File: src/rtl/data_memory_port_pkg.sv
// rtl/data_memory_port_pkg.sv - memory-op types, port FSM states and store lane helpers
package data_memory_port_pkg;

  localparam int DMEM_XLEN       = 32;
  localparam int DMEM_BUS_ADDR_W = DMEM_XLEN - 2;

  typedef enum logic [1:0] {
    MEM_BYTE = 2'd0,
    MEM_HALF = 2'd1,
    MEM_WORD = 2'd2
  } mem_width_t;

  typedef struct packed {
    mem_width_t             width;
    logic                   r_sign_extend;
    logic                   w_enable;
    logic [DMEM_XLEN-1:0]   w_value;
  } compute_mem_control_t;

  typedef enum logic [1:0] {
    DMEM_IDLE,
    DMEM_REQ,
    DMEM_WAIT_RSP,
    DMEM_DONE
  } dmem_state_t;

  function automatic logic [3:0] dmem_wstrb(input mem_width_t width, input logic [1:0] off);
    case (width)
      MEM_BYTE: return 4'b0001 << off;
      MEM_HALF: return 4'b0011 << {off[1], 1'b0};
      default:  return 4'b1111;
    endcase
  endfunction

  function automatic logic [DMEM_XLEN-1:0] dmem_wdata(input mem_width_t width,
                                                      input logic [DMEM_XLEN-1:0] val);
    case (width)
      MEM_BYTE: return {4{val[7:0]}};
      MEM_HALF: return {2{val[15:0]}};
      default:  return val;
    endcase
  endfunction

endpackage

File: src/rtl/data_memory_port_if.sv
// rtl/data_memory_port_if.sv - execute-side request and word-bus signals of the data memory port
interface data_memory_port_if;
  import data_memory_port_pkg::*;

  logic                         req_valid;
  logic                         req_ready;
  logic [DMEM_XLEN-1:0]         req_addr;
  compute_mem_control_t         req_ctrl;
  logic                         done;
  logic [DMEM_XLEN-1:0]         load_data;
  logic                         fault;
  logic                         bus_req_valid;
  logic                         bus_req_ready;
  logic [DMEM_BUS_ADDR_W-1:0]   bus_addr;
  logic                         bus_we;
  logic [3:0]                   bus_wstrb;
  logic [DMEM_XLEN-1:0]         bus_wdata;
  logic                         bus_rsp_valid;
  logic [DMEM_XLEN-1:0]         bus_rdata;

  modport master (
    input  req_valid, req_addr, req_ctrl, bus_req_ready, bus_rsp_valid, bus_rdata,
    output req_ready, done, load_data, fault, bus_req_valid, bus_addr, bus_we, bus_wstrb, bus_wdata
  );

  modport slave (
    output req_valid, req_addr, req_ctrl, bus_req_ready, bus_rsp_valid, bus_rdata,
    input  req_ready, done, load_data, fault, bus_req_valid, bus_addr, bus_we, bus_wstrb, bus_wdata
  );

endinterface

File: src/rtl/data_memory_port_load_align_extend.sv
// rtl/data_memory_port_load_align_extend.sv - picks the addressed byte/half of a read word and extends it
module load_align_extend
  import data_memory_port_pkg::*;
(
  input  logic [DMEM_XLEN-1:0] rdata,
  input  logic [1:0]           off,
  input  mem_width_t           width,
  input  logic                 sign,
  output logic [DMEM_XLEN-1:0] result
);

  logic [7:0]  byte_v;
  logic [15:0] half_v;

  always_comb begin
    byte_v = rdata[{off, 3'b000} +: 8];
    half_v = rdata[{off[1], 4'b0000} +: 16];
    result = rdata;
    case (width)
      MEM_BYTE: result = {{24{sign & byte_v[7]}}, byte_v};
      MEM_HALF: result = {{16{sign & half_v[15]}}, half_v};
      default:  result = rdata;
    endcase
  end

endmodule

File: src/rtl/data_memory_port.sv
// rtl/data_memory_port.sv - load/store request to word bus with byte strobes; MEM_MISALIGN_TRAP_EN enables misalignment faults
module data_memory_port
  import data_memory_port_pkg::*;
#(
  parameter int XLEN       = 32,
  parameter int BUS_ADDR_W = XLEN - 2
) (
  input  logic clk,
  input  logic rst_n,
  data_memory_port_if.master port
);

  dmem_state_t             state;
  mem_width_t              width_q;
  logic                    sign_q;
  logic [1:0]              off_q;
  logic                    fault_q;
  logic                    misalign;
  logic [1:0]              req_off;
  logic [BUS_ADDR_W-1:0]   word_addr;
  logic [XLEN-1:0]         ext_data;
  compute_mem_control_t    ctrl;

  assign ctrl      = port.req_ctrl;
  assign word_addr = port.req_addr[XLEN-1:2];

`ifdef MEM_MISALIGN_TRAP_EN
  assign misalign = (ctrl.width == MEM_BYTE) ? 1'b0 :
                    (ctrl.width == MEM_HALF) ? port.req_addr[0] :
                    (port.req_addr[1:0] != 2'b00);
  assign req_off  = port.req_addr[1:0];
`else
  assign misalign = 1'b0;
  // Misaligned halves/words are silently snapped down to their natural boundary.
  always_comb begin
    req_off = 2'b00;
    case (ctrl.width)
      MEM_BYTE: req_off = port.req_addr[1:0];
      MEM_HALF: req_off = {port.req_addr[1], 1'b0};
      default:  req_off = 2'b00;
    endcase
  end
`endif

  assign port.fault = fault_q;

  load_align_extend u_extract (
    .rdata  (port.bus_rdata),
    .off    (off_q),
    .width  (width_q),
    .sign   (sign_q),
    .result (ext_data)
  );

  always_ff @(posedge clk or negedge rst_n) begin
    if (!rst_n) begin
      state              <= DMEM_IDLE;
      port.req_ready     <= 1'b1;
      port.done          <= 1'b0;
      port.load_data     <= '0;
      port.bus_req_valid <= 1'b0;
      port.bus_addr      <= '0;
      port.bus_we        <= 1'b0;
      port.bus_wstrb     <= 4'b0000;
      port.bus_wdata     <= '0;
      fault_q            <= 1'b0;
      width_q            <= MEM_WORD;
      sign_q             <= 1'b0;
      off_q              <= 2'b00;
    end else begin
      case (state)
        DMEM_IDLE: begin
          if (port.req_valid && port.req_ready) begin
            port.req_ready <= 1'b0;
            width_q        <= ctrl.width;
            sign_q         <= ctrl.r_sign_extend;
            off_q          <= req_off;
            if (misalign) begin
              state          <= DMEM_DONE;
              port.done      <= 1'b1;
              fault_q        <= 1'b1;
              port.load_data <= '0;
            end else begin
              state              <= DMEM_REQ;
              port.bus_req_valid <= 1'b1;
              port.bus_addr      <= word_addr;
              port.bus_we        <= ctrl.w_enable;
              port.bus_wstrb     <= ctrl.w_enable ? dmem_wstrb(ctrl.width, req_off) : 4'b0000;
              port.bus_wdata     <= ctrl.w_enable ? dmem_wdata(ctrl.width, ctrl.w_value) : '0;
            end
          end
        end
        DMEM_REQ: begin
          if (port.bus_req_ready) begin
            port.bus_req_valid <= 1'b0;
            port.bus_we        <= 1'b0;
            port.bus_wstrb     <= 4'b0000;
            if (port.bus_we) begin
              state          <= DMEM_DONE;
              port.done      <= 1'b1;
              port.load_data <= '0;
            end else begin
              state <= DMEM_WAIT_RSP;
            end
          end
        end
        DMEM_WAIT_RSP: begin
          if (port.bus_rsp_valid) begin
            state          <= DMEM_DONE;
            port.done      <= 1'b1;
            port.load_data <= ext_data;
          end
        end
        DMEM_DONE: begin
          state          <= DMEM_IDLE;
          port.done      <= 1'b0;
          port.req_ready <= 1'b1;
          fault_q        <= 1'b0;
        end
        default: state <= DMEM_IDLE;
      endcase
    end
  end

endmodule

File: src/flat_wrapper.sv
// flat-port wrapper written by rule: the top's interface ports become plain ports
module data_memory_port_flat import data_memory_port_pkg::*;
#(
  parameter int XLEN       = 32,
  parameter int BUS_ADDR_W = XLEN - 2
)
  (clk, rst_n, port_req_valid, port_req_addr, port_req_ctrl, port_bus_req_ready, port_bus_rsp_valid, port_bus_rdata, port_req_ready, port_done, port_load_data, port_fault, port_bus_req_valid, port_bus_addr, port_bus_we, port_bus_wstrb, port_bus_wdata);
  data_memory_port_if port_i ();
  input  logic clk;
  input  logic rst_n;
  input wire logic [$bits(port_i.req_valid)-1:0] port_req_valid;
  input wire logic [$bits(port_i.req_addr)-1:0] port_req_addr;
  input wire logic [$bits(port_i.req_ctrl)-1:0] port_req_ctrl;
  input wire logic [$bits(port_i.bus_req_ready)-1:0] port_bus_req_ready;
  input wire logic [$bits(port_i.bus_rsp_valid)-1:0] port_bus_rsp_valid;
  input wire logic [$bits(port_i.bus_rdata)-1:0] port_bus_rdata;
  output wire logic [$bits(port_i.req_ready)-1:0] port_req_ready;
  output wire logic [$bits(port_i.done)-1:0] port_done;
  output wire logic [$bits(port_i.load_data)-1:0] port_load_data;
  output wire logic [$bits(port_i.fault)-1:0] port_fault;
  output wire logic [$bits(port_i.bus_req_valid)-1:0] port_bus_req_valid;
  output wire logic [$bits(port_i.bus_addr)-1:0] port_bus_addr;
  output wire logic [$bits(port_i.bus_we)-1:0] port_bus_we;
  output wire logic [$bits(port_i.bus_wstrb)-1:0] port_bus_wstrb;
  output wire logic [$bits(port_i.bus_wdata)-1:0] port_bus_wdata;
  assign port_i.req_valid = port_req_valid;
  assign port_i.req_addr = port_req_addr;
  assign port_i.req_ctrl = port_req_ctrl;
  assign port_i.bus_req_ready = port_bus_req_ready;
  assign port_i.bus_rsp_valid = port_bus_rsp_valid;
  assign port_i.bus_rdata = port_bus_rdata;
  assign port_req_ready = port_i.req_ready;
  assign port_done = port_i.done;
  assign port_load_data = port_i.load_data;
  assign port_fault = port_i.fault;
  assign port_bus_req_valid = port_i.bus_req_valid;
  assign port_bus_addr = port_i.bus_addr;
  assign port_bus_we = port_i.bus_we;
  assign port_bus_wstrb = port_i.bus_wstrb;
  assign port_bus_wdata = port_i.bus_wdata;
  data_memory_port #(.XLEN(XLEN), .BUS_ADDR_W(BUS_ADDR_W)) u_core (.clk(clk), .rst_n(rst_n), .port(port_i));
endmodule
File: config.mk
export PLATFORM = sky130hd
export DESIGN_NAME = data_memory_port_flat
export DESIGN_NICKNAME = d
export VERILOG_FILES = /design/src/rtl/data_memory_port_pkg.sv /design/src/rtl/data_memory_port_if.sv /design/src/rtl/data_memory_port_load_align_extend.sv /design/src/rtl/data_memory_port.sv /design/src/flat_wrapper.sv
export SDC_FILE = /design/constraint.sdc
export NUM_CORES = 1
export LEC_CHECK = 0
export BUFFER_PORTS_ARGS = -buffer_cell sky130_fd_sc_hd__clkbuf_2
export CAP_MARGIN = 20
export CORE_ASPECT_RATIO = 1.1
export CORE_UTILIZATION = 48
export CTS_CLUSTER_SIZE = 12
export DETAILED_ROUTE_END_ITERATION = 7
export GPL_TIMING_DRIVEN = 0
export PLACE_DENSITY_LB_ADDON = 0.1
export SLEW_MARGIN = 30
export SYNTH_ARGS = -nofsm -noshare
export SYNTH_HDL_FRONTEND = slang
export SYNTH_SLANG_ARGS = --single-unit
File: constraint.sdc
create_clock -name clk -period 2.29 [get_ports clk]
set_input_delay 0.229 -clock clk [delete_from_list [all_inputs] [get_ports clk]]
set_output_delay 0.229 -clock clk [all_outputs]
set_load 0.1 [all_outputs]
==> results.sh, run 1 <==
export IMPL_outcome="completed"
export IMPL_synth_top_family_by_area="compound AO/OA/AOI/OAI gates"
export IMPL_port_buffer_count=205
export IMPL_numCtsBuffers=9
export IMPL_synth_edf_count=0
export IMPL_synth_top_area_cell="dfrtp_1"
export IMPL_yosysMostFrequentCell="dfrtp_1"
export IMPL_pre_cts_slack_ns=-0.123
export IMPL_ys_flop_type="dfrtp_1"
export IMPL_synthAdderAreaFrac_pct=0.984
export IMPL_met2_usage_pct=43.1
export IMPL_cp_start_kind="flip-flop"
export IMPL_cpMostUsedCell="buf_6"
export IMPL_finalWirelength_um=13600
export IMPL_min_period_ns=2.20
export IMPL_tightest_slew_ns=0.666
export IMPL_critical_path_required_ns=2.52
export IMPL_grt_pass1_vias=4351
export IMPL_path_cells="inv_1, ha_2, a21bo_1, and3_4, buf_6, and4b_1, buf_6, buf_6, a221o_1"
export IMPL_period_share_pct=95.9
export IMPL_synth_top_area_share_pct=52.7
export IMPL_timing_hold_ws_ns=0.106
export IMPL_dp_hpwl_um=10200
export IMPL_avgSynthCellArea_um2=11.3
export IMPL_ys_seq_area_share_pct=53.7
export IMPL_die_w_um=100
export IMPL_crit_end="u_core.port.load_data[24]"
export IMPL_synth_cells=448
export IMPL_timing_final_ws_setup_ns=0.0943
export IMPL_clock_path_buffers=2
export IMPL_hold_violations=0
export IMPL_io_pins=208
export IMPL_cts_tree="built"
export IMPL_timing_critical_path_slowest_stage_cell="dfrtp_1"
export IMPL_initial_utilization_pct=49.1
export IMPL_grtUsageMet3_pct=4.83
export IMPL_r2r_start="u_core.state[1]"
export IMPL_vias_per_cell=5.39
export IMPL_maxCapViolCount=0
export IMPL_relSlewSlack_pct=55.6
export IMPL_syn_cell_area_um2=5080
export IMPL_critPathMaxStageDelay_ns=0.43
export IMPL_grt_ovfl_total=0
export IMPL_tns_ns=0
export IMPL_grt_max_degree=57
export IMPL_synthXorXnorAreaFrac_pct=0
export IMPL_clock_sinks=109
export IMPL_place_gp_congestion=0.819
export IMPL_diodes=0
export IMPL_slew_viol_final=0
export IMPL_htree_num_levels=3
export IMPL_clock_latency_ns=0.35
export IMPL_synth_nets=557
export IMPL_drt_pass1_iter_count=4
export IMPL_muxShareOfSynthArea_pct=13.7
export IMPL_grtUsageTotal_pct=25.2
export IMPL_async_reset_ff_share_pct=100
export IMPL_top_usage_layer="met2"
export IMPL_cp_max_fo=10
export IMPL_area_growth_pct=30.7
export IMPL_end_kind="flip-flop"
export IMPL_ys_warn_count=0
export IMPL_n_fill_cell=915
export IMPL_placed_area_um2=6320
export IMPL_core_area_um2=10300
export IMPL_die_area_um2=11000
export IMPL_antenna_found_initial=0
export IMPL_synthTopCellsByCount="dfrtp_1, nand2_1, mux2_2, o21ai_0, clkbuf_1"
export IMPL_reg2reg_to="u_core.port.load_data[24]"
export IMPL_fin_nets=774
export IMPL_grt_use_met1_pct=30.7
export IMPL_fmax_ghz=0.455
export IMPL_drtIter0Drc=109
export IMPL_vias=4384
export IMPL_critPathLaunch="u_core.state[1]"
export IMPL_reg2reg_depth=9
export IMPL_yosysUniqueCellTypes=39
export IMPL_setup_viol=0
export IMPL_yosys_area_share_simple_pct=10.7
export IMPL_cts_root_buf="clkbuf_16"
export IMPL_critical_path_class="flip-flop to flip-flop"
export IMPL_synth_seq_cells=109
export IMPL_drcViolationCount=0
export IMPL_wire_per_inst_um=16.7
export IMPL_fin_area_um2=6640
export IMPL_min_path_type="primary input to flip-flop"
export IMPL_drive_gt1_share_pct=42.8
export IMPL_synth_compound_area_share_pct=17.0
export IMPL_rows=39
export IMPL_grt_pass1_wl_um=21300
export IMPL_arrival_ns=2.43
export IMPL_cts_clk_slew_worst_paths_ns=0.07
export IMPL_cts_setup_buffers=0
export IMPL_synthTopCellsByArea="dfrtp_1, mux2_2, nand2_1"
export IMPL_ant_nets=0
export IMPL_die_h_um=110
export IMPL_final_setup_skew_ns=0.00513
export IMPL_ff2ff_setup_slack_ns=0.09
## what timing repair did
action                                  4_1_cts  5_1_grt
endpoints found under the setup margin       35       46
hold buffers                                  1        0
pin swaps                                     0        0
hold endpoints to repair                     52        0
resized for setup                             3        2
## cell type report
class / instances / area (um^2) / area share (%)
flip-flops and latches: 109 / 2730 / 41.1
repair buffers: 207 / 1070 / 16.1
well taps: 143 / 179 / 2.69
clock inverters: 7 / 73.8 / 1.11
clock buffers: 9 / 225 / 3.39
inverters: 6 / 22.5 / 0.339
plain buffers: 33 / 170 / 2.56
multi-input cells: 299 / 2170 / 32.7
## registers in the layout, indices dropped and copies added (netlist names)
name / flops
u_core.port.bus_addr: 30
u_core.port.done: 1
u_core.state: 2
u_core.off_q: 2
u_core.port.load_data: 32
u_core.sign_q: 1
u_core.width_q: 2
u_core.port.bus_wstrb: 4
u_core.port.bus_we: 1
u_core.port.bus_req_valid: 1
u_core.port.bus_wdata: 32
u_core.port.req_ready: 1
## metrics by stage
step                      utilization [%]  instances
after floorplan                         -        448
after global placement               60.8        796
after detailed placement             61.1        797
after CTS                            64.2        814
after global routing                 64.2        813
final                                64.2        813
## worst min-delay path by stage
| stage | cells after the start | startpoint | slack [ns] | endpoint |
|---|---|---|---|---|
| after floorplan | 0 | rst_n | -0.07 | u_core.off_q[0] |
| after global placement | 2 | u_core.port.bus_wdata[26] | 0.46 | u_core.port.bus_wdata[26] |
| after detailed placement | 1 | rst_n | 0.22 | u_core.port.load_data[3] |
| after CTS | 2 | port_req_addr[30] | 0.1 | u_core.port.bus_addr[28] |
| after global routing | 2 | port_req_addr[17] | 0.10 | u_core.port.bus_addr[15] |
| final | 2 | port_req_ctrl[33] | 0.11 | u_core.sign_q |
## cells by family after synthesis
logic type	count (synthesis)
other cells	1
mux	63
simple gates	112
flops	109
compound gates	119
fa+ha+maj	4
buf+inv	40
## layer usage
| layer | share of wire, % | up-vias | wire length [um] |
|---|---|---|---|
| met1 | 40 | 2138 | 5480 |
| li1 | - | 2042 | - |
| met3 | 6.6 | 27 | 902 |
| met5 | 0 | - | 0 |
| met4 | 2.9 | 0 | 389 |
| met2 | 50 | 177 | 6800 |
## worst max-delay path, delay by kind of cell (launching register included)
kind            cells  cell delay, ns
compound gates      2            0.50
simple gates        2            0.37
fa+ha+maj           1            0.27
buf+inv             4            0.51
flops               1            0.43
## placed cells by master (no fill, tap or decap), types with 13 or more instances in the layout
master,count
clkbuf_2,206
dfrtp_1,107
nand2_1,53
mux2_2,44
o21ai_0,39
clkbuf_1,20
o31ai_1,20
nor2b_1,19
mux2i_1,18
a221o_1,16
nand2b_1,14
nor2_1,14
a21oi_1,13
Power of run 1 is not shown: default switching activity piles up to over one toggle a cycle in this logic, so the estimate is an artifact.
==> run 2: changes to the inputs <==
--- a/config.mk
+++ b/config.mk
@@ -9,10 +9,12 @@
 export CAP_MARGIN = 20
 export CORE_ASPECT_RATIO = 1.1
 export CORE_UTILIZATION = 48
+export CTS_CLUSTER_DIAMETER = 100
 export CTS_CLUSTER_SIZE = 12
 export DETAILED_ROUTE_END_ITERATION = 7
 export GPL_TIMING_DRIVEN = 0
 export PLACE_DENSITY_LB_ADDON = 0.1
+export REMOVE_ABC_BUFFERS = 1
 export SLEW_MARGIN = 30
 export SYNTH_ARGS = -nofsm -noshare
 export SYNTH_HDL_FRONTEND = slang
==> run 2 against run 1 <==
Global-route usage decreased by 2.7 points. Non-clock buffer count is 27 lower. Core utilization down 1.2 points. Worst hold slack improved by 0.0097 ns. Sequential share of layout area rose by 0.83 points. Sequential cell count stayed put. Routed wire length fell by 7.2%. Count of clock-buffer cells in the layout grew 4. Via count down 4.7%. Highest routed layer unchanged.
==> results.sh, run 2 (synthesized netlist as in run 1, its figures left out) <==
export IMPL_outcome="completed"
export IMPL_grt_ovfl_total=0
export IMPL_clock_sinks=109
export IMPL_drive_gt1_share_pct=43.8
export IMPL_grt_max_degree=64
export IMPL_area_growth_pct=28.1
export IMPL_critPathMaxStageDelay_ns=0.43
export IMPL_path_delay_family="simple AND/OR/NAND/NOR gates"
export IMPL_io_pins=208
export IMPL_cts_tree="built"
export IMPL_cts_root_buf="clkbuf_16"
export IMPL_core_area_um2=10300
export IMPL_mostFrequentLayoutCells="clkbuf_2, dfrtp_1, nand2_1"
export IMPL_holdPathStages=2
export IMPL_fin_nets=748
export IMPL_end_kind="flip-flop"
export IMPL_arrival_ns=2.36
export IMPL_place_gp_congestion=0.738
export IMPL_ant_nets=0
export IMPL_final_cells=787
export IMPL_numCtsBuffers=9
export IMPL_mostFrequentLayoutCell="clkbuf_2"
export IMPL_cp_max_fo=18
export IMPL_reg2reg_depth=6
export IMPL_rows=39
export IMPL_hold_violations=0
export IMPL_final_setup_skew_ns=0.00512
export IMPL_min_period_ns=2.13
export IMPL_clock_path_buffers=2
export IMPL_cts_clk_slew_worst_paths_ns=0.07
export IMPL_drcViolationCount=0
export IMPL_die_w_um=100
export IMPL_cp_buffers_inverters=1
export IMPL_initial_utilization_pct=49.1
export IMPL_slew_viol_final=0
export IMPL_min_path_type="primary input to flip-flop"
export IMPL_rsz0062_at_grt="no"
export IMPL_tns_ns=0
export IMPL_dp_hpwl_um=8830
export IMPL_clock_latency_ns=0.34
export IMPL_pre_cts_slack_ns=0.0221
export IMPL_antenna_found_initial=0
export IMPL_cp_start_kind="flip-flop"
export IMPL_port_buffer_count=206
export IMPL_setup_viol=0
export IMPL_top_regs="u_core.port.bus_wdata: 32 flops, u_core.port.load_data: 32 flops, u_core.port.bus_addr: 30 flops"
export IMPL_die_area_um2=11000
export IMPL_vias_per_cell=5.31
export IMPL_critical_path_required_ns=2.51
export IMPL_finalWirelength_um=12600
export IMPL_tightest_slew_ns=0.756
export IMPL_relSlewSlack_pct=49.6
export IMPL_path_cells="inv_1, ha_1, a21bo_1, and3_4, and4b_2, a221o_1"
export IMPL_grt_pass1_vias=4046
export IMPL_vias=4176
export IMPL_maxCapViolCount=0
export IMPL_wire_per_inst_um=16.0
export IMPL_drtIter0Drc=181
export IMPL_timing_critical_path_slowest_stage_cell="dfrtp_1"
export IMPL_critical_path_class="flip-flop to flip-flop"
export IMPL_grt_pass1_wl_um=19400
export IMPL_cp_depth=6
export IMPL_grtUsageTotal_pct=22.5
export IMPL_period_share_pct=93.2
export IMPL_fmax_ghz=0.469
export IMPL_htree_num_levels=3
export IMPL_timing_final_ws_setup_ns=0.156
export IMPL_drt_pass1_iter_count=4
export IMPL_diodes=0
export IMPL_place_inst=769
export IMPL_die_h_um=110
[run 2: worst paths after layout]
check	to	slack [ns]	startpoint
hold / removal	u_core.port.bus_addr[11]	0.12	port_req_addr[13]
min in group asynchronous	u_core.port.done	0.39	rst_n
setup / recovery	u_core.port.load_data[24]	0.16	u_core.state[1]
setup reg to reg	u_core.port.load_data[24]	0.16	u_core.state[1]
max in group asynchronous	u_core.width_q[1]	1.23	rst_n
hold reg to reg	u_core.port.bus_wdata[29]	0.48	u_core.port.bus_wdata[29]
[run 2: metrics by stage]
| step | util [%] | area, um^2 | hold slack, ns |
|---|---|---|---|
| 4_1_cts | 62.8 | 6500 | 0.106 |
| 5_1_grt | 63.0 | 6510 | 0.108 |
| 2_1_floorplan | - | 4910 | -0.0666 |
| 3_5_place_dp | 60.0 | 6210 | 0.199 |
| 6_report | 63.0 | 6510 | 0.116 |
| 3_3_place_gp | 59.2 | 6120 | 0.461 |
[run 2: cell type report]
| class | count | area [um^2] |
|---|---|---|
| clock buffers | 13 | 260 |
| clock inverters | 3 | 20.0 |
| fillers | 917 | 3830 |
| inverters | 6 | 22.5 |
| multi-input cells | 300 | 2180 |
| flip-flops and latches | 109 | 2730 |
| well taps | 143 | 179 |
| repair buffers | 213 | 1120 |
[run 2: repair_timing]
action,4_1_cts,5_1_grt
endpoints found under the setup margin,0,58
hold buffers,1,0
gates resized for setup,0,2
setup buffers,0,0
hold endpoints to repair,46,0
[run 2: worst register-to-register path, stage by stage, from the launching register on]
cell and delay, ns:
dfrtp_1 0.43, inv_1 0.10, ha_1 0.29, a21bo_1 0.25
and3_4 0.26, and4b_2 0.39, a221o_1 0.31
[run 2: layer usage]
layer  vias to the layer above  track usage [%]  wire [um]
li1                       1996                -          -
met1                      2022             28.0       5330
met2                       143             37.4       6170
met3                        15             6.80        918
met4                         0             7.25        185
met5                         -                0          0
Power of run 2 is left out for the same reason.
